--- config.mk ---
export PLATFORM = sky130hd
export DESIGN_NAME = tt_um_ajah_stott_holmes_serial_adder
export DESIGN_NICKNAME = d
export VERILOG_FILES = /design/src/rtl/tt_um_ajah_stott_holmes_serial_adder.sv
export SDC_FILE = /design/constraint.sdc
export NUM_CORES = 1
export LEC_CHECK = 0
export ABC_AREA = 1
export BUFFER_PORTS_ARGS = -buffer_cell sky130_fd_sc_hd__buf_2
export CORE_MARGIN = 2
export CORE_UTILIZATION = 48
export CTS_BUF_LIST = sky130_fd_sc_hd__clkbuf_8 sky130_fd_sc_hd__clkbuf_16
export DETAILED_ROUTE_END_ITERATION = 12
export PLACE_DENSITY = 0.78
export SLEW_MARGIN = 5
export SYNTH_ARGS = -nofsm -noshare
export SYNTH_HDL_FRONTEND = slang
export SYNTH_SLANG_ARGS = --single-unit
--- constraint.sdc ---
create_clock -name clk -period 1.5 [get_ports clk]
set_input_delay 0.225 -clock clk [delete_from_list [all_inputs] [get_ports clk]]
set_output_delay 0.225 -clock clk [all_outputs]
set_load 0.05 [all_outputs]
--- src/rtl/tt_um_ajah_stott_holmes_serial_adder.sv ---
// Bit-serial WIDTH-bit adder: loads two operands, adds them LSB first over WIDTH cycles.
// Optional macro SERIAL_ADDER_ACCUM_EN adds accumulate mode and a sticky overflow flag.
module tt_um_ajah_stott_holmes_serial_adder #(
  parameter int unsigned WIDTH = 4
) (
  input  logic       clk,
  input  logic       rst_n,
  input  logic       ena,
  input  logic [7:0] ui_in,
  input  logic [7:0] uio_in,
  output logic [7:0] uo_out,
  output logic [7:0] uio_out,
  output logic [7:0] uio_oe
);

  typedef enum logic [1:0] {IDLE, RUN, DONE} state_t;

  state_t           state, state_next;
  logic [WIDTH-1:0] a_sh, b_sh, sum_sh, sum_next, op_a;
  logic [WIDTH:0]   result, sum_cat;
  logic [2:0]       cnt;
  logic             carry, bit_sum, bit_carry, last, start, acc, ovf, busy, done;
  logic             unused;

  assign start = uio_in[0];
  assign acc   = uio_in[1];
  assign last  = (cnt == 3'(WIDTH - 1));

  assign unused = &{1'b0, ena, ui_in, uio_in, acc};

  assign bit_sum   = a_sh[0] ^ b_sh[0] ^ carry;
  assign bit_carry = (a_sh[0] & b_sh[0]) | (a_sh[0] & carry) | (b_sh[0] & carry);
  // Concatenate then drop the LSB so WIDTH=1 needs no empty slice
  assign sum_cat   = {bit_sum, sum_sh};
  assign sum_next  = sum_cat[WIDTH:1];

`ifdef SERIAL_ADDER_ACCUM_EN
  assign op_a = acc ? result[WIDTH-1:0] : ui_in[WIDTH-1:0];

  always_ff @(posedge clk or negedge rst_n) begin
    if (!rst_n) begin
      ovf <= 1'b0;
    end else if (state == IDLE && start && !acc) begin
      ovf <= 1'b0;
    end else if (state == RUN && last && bit_carry) begin
      ovf <= 1'b1;
    end
  end
`else
  assign op_a = ui_in[WIDTH-1:0];
  assign ovf  = 1'b0;
`endif

  always_ff @(posedge clk or negedge rst_n) begin
    if (!rst_n) state <= IDLE;
    else        state <= state_next;
  end

  always_comb begin
    state_next = state;
    case (state)
      IDLE:    if (start) state_next = RUN;
      RUN:     if (last)  state_next = DONE;
      DONE:    state_next = IDLE;
      default: state_next = IDLE;
    endcase
  end

  always_ff @(posedge clk or negedge rst_n) begin
    if (!rst_n) begin
      a_sh   <= '0;
      b_sh   <= '0;
      sum_sh <= '0;
      cnt    <= '0;
      carry  <= 1'b0;
      result <= '0;
    end else begin
      case (state)
        IDLE: if (start) begin
          a_sh  <= op_a;
          b_sh  <= ui_in[WIDTH+3:4];
          cnt   <= '0;
          carry <= 1'b0;
        end
        RUN: begin
          a_sh   <= a_sh >> 1;
          b_sh   <= b_sh >> 1;
          sum_sh <= sum_next;
          carry  <= bit_carry;
          cnt    <= cnt + 3'd1;
          if (last) result <= {bit_carry, sum_next};
        end
        default: ;
      endcase
    end
  end

  assign busy    = (state == RUN);
  assign done    = (state == DONE);
  assign uo_out  = 8'(result);
  assign uio_out = {busy, done, ovf, 5'b0};
  assign uio_oe  = 8'hE0;

endmodule

======== Yosys cells after proc, flatten, opt, wreduce, memory -nomap -nowiden ========
Cells that the tools add are included.
cells by class
  bitwise gates (word level) .............. 7
  mux-type cells .......................... 11
  reductions and logical operators ........ 5
  add/sub/neg operators ................... 1
  equality and inequality tests ........... 5
operators with widths
  kind                                           number
  one-hot mux 4 bit (2 select lines)             2
  two-way mux 4 bit                              2
  one-hot mux 3 bit (2 select lines)             1
  AND reduction 2 bit                            3
  two-way mux 2 bit                              2
  != test 2 bit, second input constant           2
  one-hot mux 2 bit (2 select lines)             1
  adder 3 x 1 -> 3 bit, second input constant    1
  AND 1 bit                                      3
  == test 3 x 2 -> 1 bit, second input constant  1
  two-way mux 3 bit                              1
  == test 2 x 1 -> 1 bit, second input constant  1
  == test 2 bit, second input constant           1
  logical NOT 2 bit                              1
  bitwise OR 1 bit                               2
  one-hot mux 1 bit (2 select lines)             1
  nonzero test 2 bit                             1
  XOR 1 bit                                      2
  two-way mux 1 bit                              1
word-level totals
  output and inout port bits .............. 24
  input bits .............................. 19
  register bits ........................... 23

======== Depth between registers and ports, before layout ========
Gate-level depths: netlist (run 1).
  depth after elaboration ................. 4
  gate-level depth with buffers ........... 6
  gate-level depth less buffers ........... 6

======== Worst setup path before layout (run 1) ========
Ideal clock, no wire load.
  path kind ............................... register -> register
  start ................................... reg cnt[0]
  end ..................................... reg result[4]
  path buffers ............................ 0
  stages on the path, launching flop included .. 7
  library setup time ...................... 0.118 ns
  required time ........................... 1.382 ns
  path slack .............................. 0.343 ns
  arrival ................................. 1.040 ns
  period minus slack after synthesis ...... 1.157 ns
  cells stage by stage .................... dfrtp_1 -> ha_1 -> ha_1 -> nand2_4 -> clkinv_2 -> nand2_1 -> nand2_1
on the way
  cells in the longest elaborated chain, start to end .. 2
ends and longest elaborated chain
  what                           RTL line  source
  from (decl)                    21        logic [2:0] cnt;
  from (signal assigned)         90        cnt <= cnt + 3'd1;
  == test 3 x 2 -> 1 bit         27        assign last = (cnt == 3'(WIDTH - 1));
  AND reduction 2 bit (no line)  --
  to (signal assigned)           91        if (last) result <= {bit_carry, sum_next};
  to (decl)                      20        logic [WIDTH:0] result, sum_cat;
Every way passes these cells.
A chain may end at the register's enable or synchronous reset.

======== Worst setup path after layout (run 1) ========
  start ................................... reg state[0]
  end ..................................... out uio_out[6]
on the way
  cells in the longest elaborated chain, start to end .. 1
ends and longest elaborated chain
  what                    RTL line  source
  from (decl)             18        state_t state, state_next;
  from (signal assigned)  56        else state <= state_next;
  == test 2 bit           99        assign done = (state == DONE);
  to (decl)               12        output logic [7:0] uio_out,
Every way passes these cells.

==> impl_metrics.toml, run 1 <==
[synth]
synth_most_common_cell = "nand2_1"
synth.top_cells.by_count = "nand2_1, dfrtp_1, buf_4"
yosysTopAreaCell = "dfrtp_1"
yosys.cell_types.count = 20
synth_edf_count = 0
synth_top_area_share_pct = 46.7
ys.flop_type = "dfrtp_1"
synth_area_um2 = 1180
synth_area_leaders = "dfrtp_1, nand2_1, buf_4, nand3_1, inv_1"
ys_ff_latch = 22
ys_warn_count = 0
syn_inst = 138
yosysSeqAreaShare_pct = 46.7
avgSynthCellArea_um2 = 8.55
async_reset_ff_share_pct = 100

[drt]
wl_per_cell_um = 10.5
dr_wl_met3_um = 101
wl_met2_mm = 1.01
antenna_left = 0
vias_per_cell = 4.48
routed.top_layer = "met4"
drc = 0
wl_met1_um = 821
drtIter0Drc = 7
routed_wl_mm = 1.93
route.vias.total = 824
dr.pass1.iters = 4

[worst_setup_path]
r2r_end = "result[4]"
critPathKind = "reg2out"
crit_arrival_ps = 1180
startpoint_type = "flop"
crit_family = "flip-flops"
crit_path_max_incr_delay_ps = 430
crit_chain = "buf_4 -> nor2_1 -> buf_6"
r2r_cells = 6
crit_end = "uio_out[6]"
path_depth = 3
r2r_slack_ps = 240
cp-end-kind = "output pin"
reg2reg_from = "cnt[0]"
cp_max_fo = 8
crit_slowest_cell = "dfrtp_2"
cp_data_required_time_ps = 1270
cp-startpoint = "state[0]"
path_buf_inv = 2

[placement]
io_buffers = 17
dp_cells = 178
placed_area_um2 = 1200
routabilityCongestion = 0.695
dp_hpwl_mm = 1.44

[sta]
setup_viol = 0
rsz0062_at_grt = "false"
timing.fmax_mhz = 712
fin_setup_tns_ps = 0
slew_violations = 0
fin_crit_sh_pct = 93.7
period_needed_ps = 1410
finalHoldViolCount = 0
skew_ps = 1.63

[global_route]
antenna_found_initial = 0
groute.usage.overall_pct = 15.2
grt_max_degree = 23
grt_pass1_vias = 741
grt_pass1_wl_mm = 3.09
grt-ovfl-total = 0

[layout]
finalNetCount = 179
diodes = 0
instances_no_fill = 184
fillCellCount = 211
area_growth_pct = 9.97
drive_gt1_share_pct = 21.2
final_area_um2 = 1300
fin_util_pct = 57.0

[die]
start_util_pct = 51.8
die_h_um = 53.6
chipWidth_um = 53.6
io_pins = 43
rows = 17
fp.dieArea_um2 = 2870
core-area_um2 = 2280

[power]
p_seq_share_pct = 33.6
p_per_area_nw_per_um2 = 2360
p_sw_share_pct = 45.0
power.leakage_nw = 0.735
intPower_w = 0.00169
pwr-share-clk_pct = 17.5
p_comb_share_pct = 48.8
vdd_drop_max_mv = 1.37
power.switching_w = 0.00138

[clock_network]
htreeDepth = 1
cts_root_buf = "clkbuf_8"
cts_buffers = 3
cts_tree = "built"
clk_pin_slew_ps = 80
cts.path.max_buffers = 2
cts.sinks = 22
clk_latency_ps = 250

[outcome]
outcome = "complete, no violations"

[hold_path]
hold-path-cell-count = 3
hold_path_class = "in2reg"

[job]
drv_cap = 0
[cell usage in the layout, fill, tap and decap left out]
master          n
a21oi_1         1
clkbuf_8        3
dfrtp_1        21
dlygate4sd3_1   1
inv_4           1
nand2_4         2
inv_1          16
nor2_4          1
clkbuf_4        1
clkinv_2        1
dfrtp_2         1
nor2_1          3
buf_4           2
o21ai_1         9
ha_1            2
buf_2          15
bufinv_16       1
buf_6           1
nand2_2         2
fa_1            1
nand2_1        39
o22ai_1         1
nand3_1        12
conb_1         17
inv_2           1
o21ai_4         1
[logic make-up after synthesis]
logic type,synth area share [%]
adders and majority gates,3.82
DFF,46.7
buffers and inverters,20.4
other,0.637
AOI/OAI and AO/OA,6.15
and+or+nand+nor,22.4
[stage by stage]
| step | setup WS, ps | hold slack [ps] | total power (W) |
|---|---|---|---|
| after floorplan | 343 | -70.6 | 0.00229 |
| after global placement | 265 | 203 | 0.00245 |
| after detailed placement | 257 | 216 | 0.00250 |
| after CTS | 11.3 | 174 | 0.00306 |
| after global routing | 30.3 | 175 | 0.00334 |
| final | 94.8 | 182 | 0.00306 |
[cell type report]
cell class / count / area [um^2] / area share [%]
tap: 28 / 35.0 / 2.70
timing repair buffer: 20 / 119 / 9.16
inverter: 19 / 75.1 / 5.79
sequential: 22 / 552 / 42.5
clock buffer: 3 / 41.3 / 3.18
multi-input combinational: 91 / 445 / 34.3
clock inverter: 1 / 30.0 / 2.31
[timing repair]
item / 4_1_cts / 5_1_grt
hold buffers: 1 / 0
resized for setup: 1 / 3
buffers inserted: 0 / 1
endpoints found under the hold margin: 22 / 0
endpoints found under the setup margin: 1 / 2
[registers in the layout, indices dropped and copies added, names as in the netlist]
signal  flops
a_sh        4
b_sh        4
carry       1
cnt         3
result      5
state       2
sum_sh      3
[worst register-to-register path, cell delays in order, from the launching register on]
cell and delay, ps:
dfrtp_1 400, ha_1 210, ha_1 230, nand2_4 140, clkinv_2 80, nand2_1 60, nand2_1 50
[layer usage]
metal  track usage, %  vias to the layer above
li1                 -                      419
met1             16.8                      384
met2             28.6                       19
met3             5.83                        2
met4             1.28                        0
met5                0                        -
[power groups by stage]
stage          sequential [W]  clock, W  combinational, W
6_report              0.00103  0.000537           0.00150
5_1_grt               0.00106  0.000589           0.00169
4_1_cts               0.00104  0.000552           0.00147
3_5_place_dp          0.00104         0           0.00145
3_3_place_gp          0.00103         0           0.00142
2_1_floorplan         0.00121         0           0.00108
[worst min-delay path by stage]
stage | startpoint | endpoint | slack [ps]
after floorplan | rst_n | a_sh[0] | -70
after global placement | rst_n | a_sh[3] | 200
after detailed placement | rst_n | a_sh[3] | 220
after CTS | ui_in[7] | b_sh[3] | 170
after global routing | ui_in[3] | a_sh[3] | 170
final | ui_in[7] | b_sh[3] | 180
(Power assumes the default switching activity.)
==> inputs of run 2 (changes only) <==
--- a/config.mk
+++ b/config.mk
@@ -12,6 +12,7 @@
 export CTS_BUF_LIST = sky130_fd_sc_hd__clkbuf_8 sky130_fd_sc_hd__clkbuf_16
 export DETAILED_ROUTE_END_ITERATION = 12
 export PLACE_DENSITY = 0.78
+export SETUP_SLACK_MARGIN = 0.15
 export SLEW_MARGIN = 5
 export SYNTH_ARGS = -nofsm -noshare
 export SYNTH_HDL_FRONTEND = slang
==> impl_metrics.toml, run 2 (synthesis results as in run 1) <==
[drt]
antenna_left = 0
drc = 0
vias_per_cell = 4.51
drtIter0Drc = 12
routed_wl_mm = 2.04
route.vias.total = 848
dr.pass1.iters = 4
wl_per_cell_um = 10.9

[sta]
skew_ps = 3.14
slew_violations = 0
rsz0062_at_grt = "true"
fin_setup_tns_ps = 0
finalHoldViolCount = 0
timing.fmax_mhz = 765
fin_crit_sh_pct = 87.1
setup_viol = 0
period_needed_ps = 1310

[power]
p_per_area_nw_per_um2 = 2390
finalPower_w = 0.00322
vdd_drop_max_mv = 1.38
power.leakage_nw = 0.757

[layout]
finalNetCount = 183
fin_util_pct = 59.2
largest_register_ffs = 5
top_register = "result"
multi_input_area_um2 = 453
drive_gt1_share_pct = 23.8
final_common_cell = "nand2_1"
fillCellCount = 209
ff_latch_area_um2 = 552
diodes = 0
final_cell_mix = "nand2_1, dfrtp_1, conb_1"
area_growth_pct = 14.1
instances_no_fill = 188
largestRegisters = "result: 5 flops, a_sh: 4 flops, b_sh: 4 flops"

[global_route]
grt_max_degree = 23
grt-ovfl-total = 0
groute.usage.overall_pct = 15.3
antenna_found_initial = 0
grt_pass1_wl_mm = 3.11
grt_pass1_vias = 750

[worst_setup_path]
crit_slowest_cell = "dfrtp_1"
cp-end-kind = "output pin"
cp_max_fo = 10
crit_chain = "inv_4 -> nor2_4 -> buf_8"
crit_path_max_incr_delay_ps = 440
startpoint_type = "flop"
cp_data_required_time_ps = 1270
critPathKind = "reg2out"
crit_arrival_ps = 1080

[die]
rows = 17
die_h_um = 53.6
core-area_um2 = 2280
io_pins = 43
chipWidth_um = 53.6
fp.dieArea_um2 = 2870
start_util_pct = 51.8

[clock_network]
cts_tree = "built"
cts_root_buf = "clkbuf_8"
clk_latency_ps = 260
cts_buffers = 3
cts.path.max_buffers = 2
cts.sinks = 22
htreeDepth = 1
clk_pin_slew_ps = 80

[job]
drv_cap = 0

[placement]
io_buffers = 17
dp_cells = 178
routabilityCongestion = 0.695
dp_hpwl_mm = 1.44

[outcome]
outcome = "complete, no violations"

[hold_path]
hold_path_class = "in2reg"
## run 2: metal layers
layer  vias to the layer above  part of all wire [%]  GRT usage [%]
met3                         2                   4.9           6.11
met2                        19                    52           28.6
met1                       399                    42           16.6
li1                        428                     -              -
met5                         -                     0              0
met4                         0                  0.20           2.14
## run 2: final cells by class
type                            count  area share [%]
Inverter                           19            5.58
Clock buffer                        3            3.07
Sequential cell                    22            41.0
Timing Repair Buffer               24            11.9
Multi-Input combinational cell     91            33.6
Clock inverter                      1            2.23
Tap cell                           28            2.60
## run 2: timing repair
action                     in CTS  in global routing
resized for setup               7                  2
hold endpoints to repair       22                  0
setup endpoints to repair       2                  2
buffers inserted                1                  4
pin swaps                       0                  2
hold buffers                    1                  0
## run 2: metrics by stage
| stage | area [um^2] | setup slack, ps | hold WS (ps) |
|---|---|---|---|
| after floorplan | 1240 | 343 | -70.6 |
| after global placement | 1200 | 265 | 203 |
| after detailed placement | 1200 | 257 | 216 |
| after CTS | 1310 | 143 | 174 |
| after global routing | 1350 | 133 | 175 |
| final | 1350 | 193 | 180 |
## run 2: path summary, 6_finish.rpt
check	start	end	slack, ps	depth (start not counted)
worst max register to register	cnt[0]	result[4]	230	6
worst min register to register	result[0]	result[0]	480	2
max in group asynchronous	rst_n	state[0]	700	2
worst min-delay path	ui_in[7]	b_sh[3]	180	3
worst max-delay path	state[1]	uio_out[6]	190	3
min in group asynchronous	rst_n	a_sh[3]	450	2
## run 2: worst max-delay path, delay by kind of cell (launching register included)
family        cells  cell delay (ps)
buf+inv           2              260
flops             1              440
simple gates      1              130
## run 2: report_power, final
group,internal [W],switching [W]
Clock,0.000356,0.000183
Combinational,0.000567,0.00108
Sequential,0.000868,0.000167
Total,0.00179,0.00143
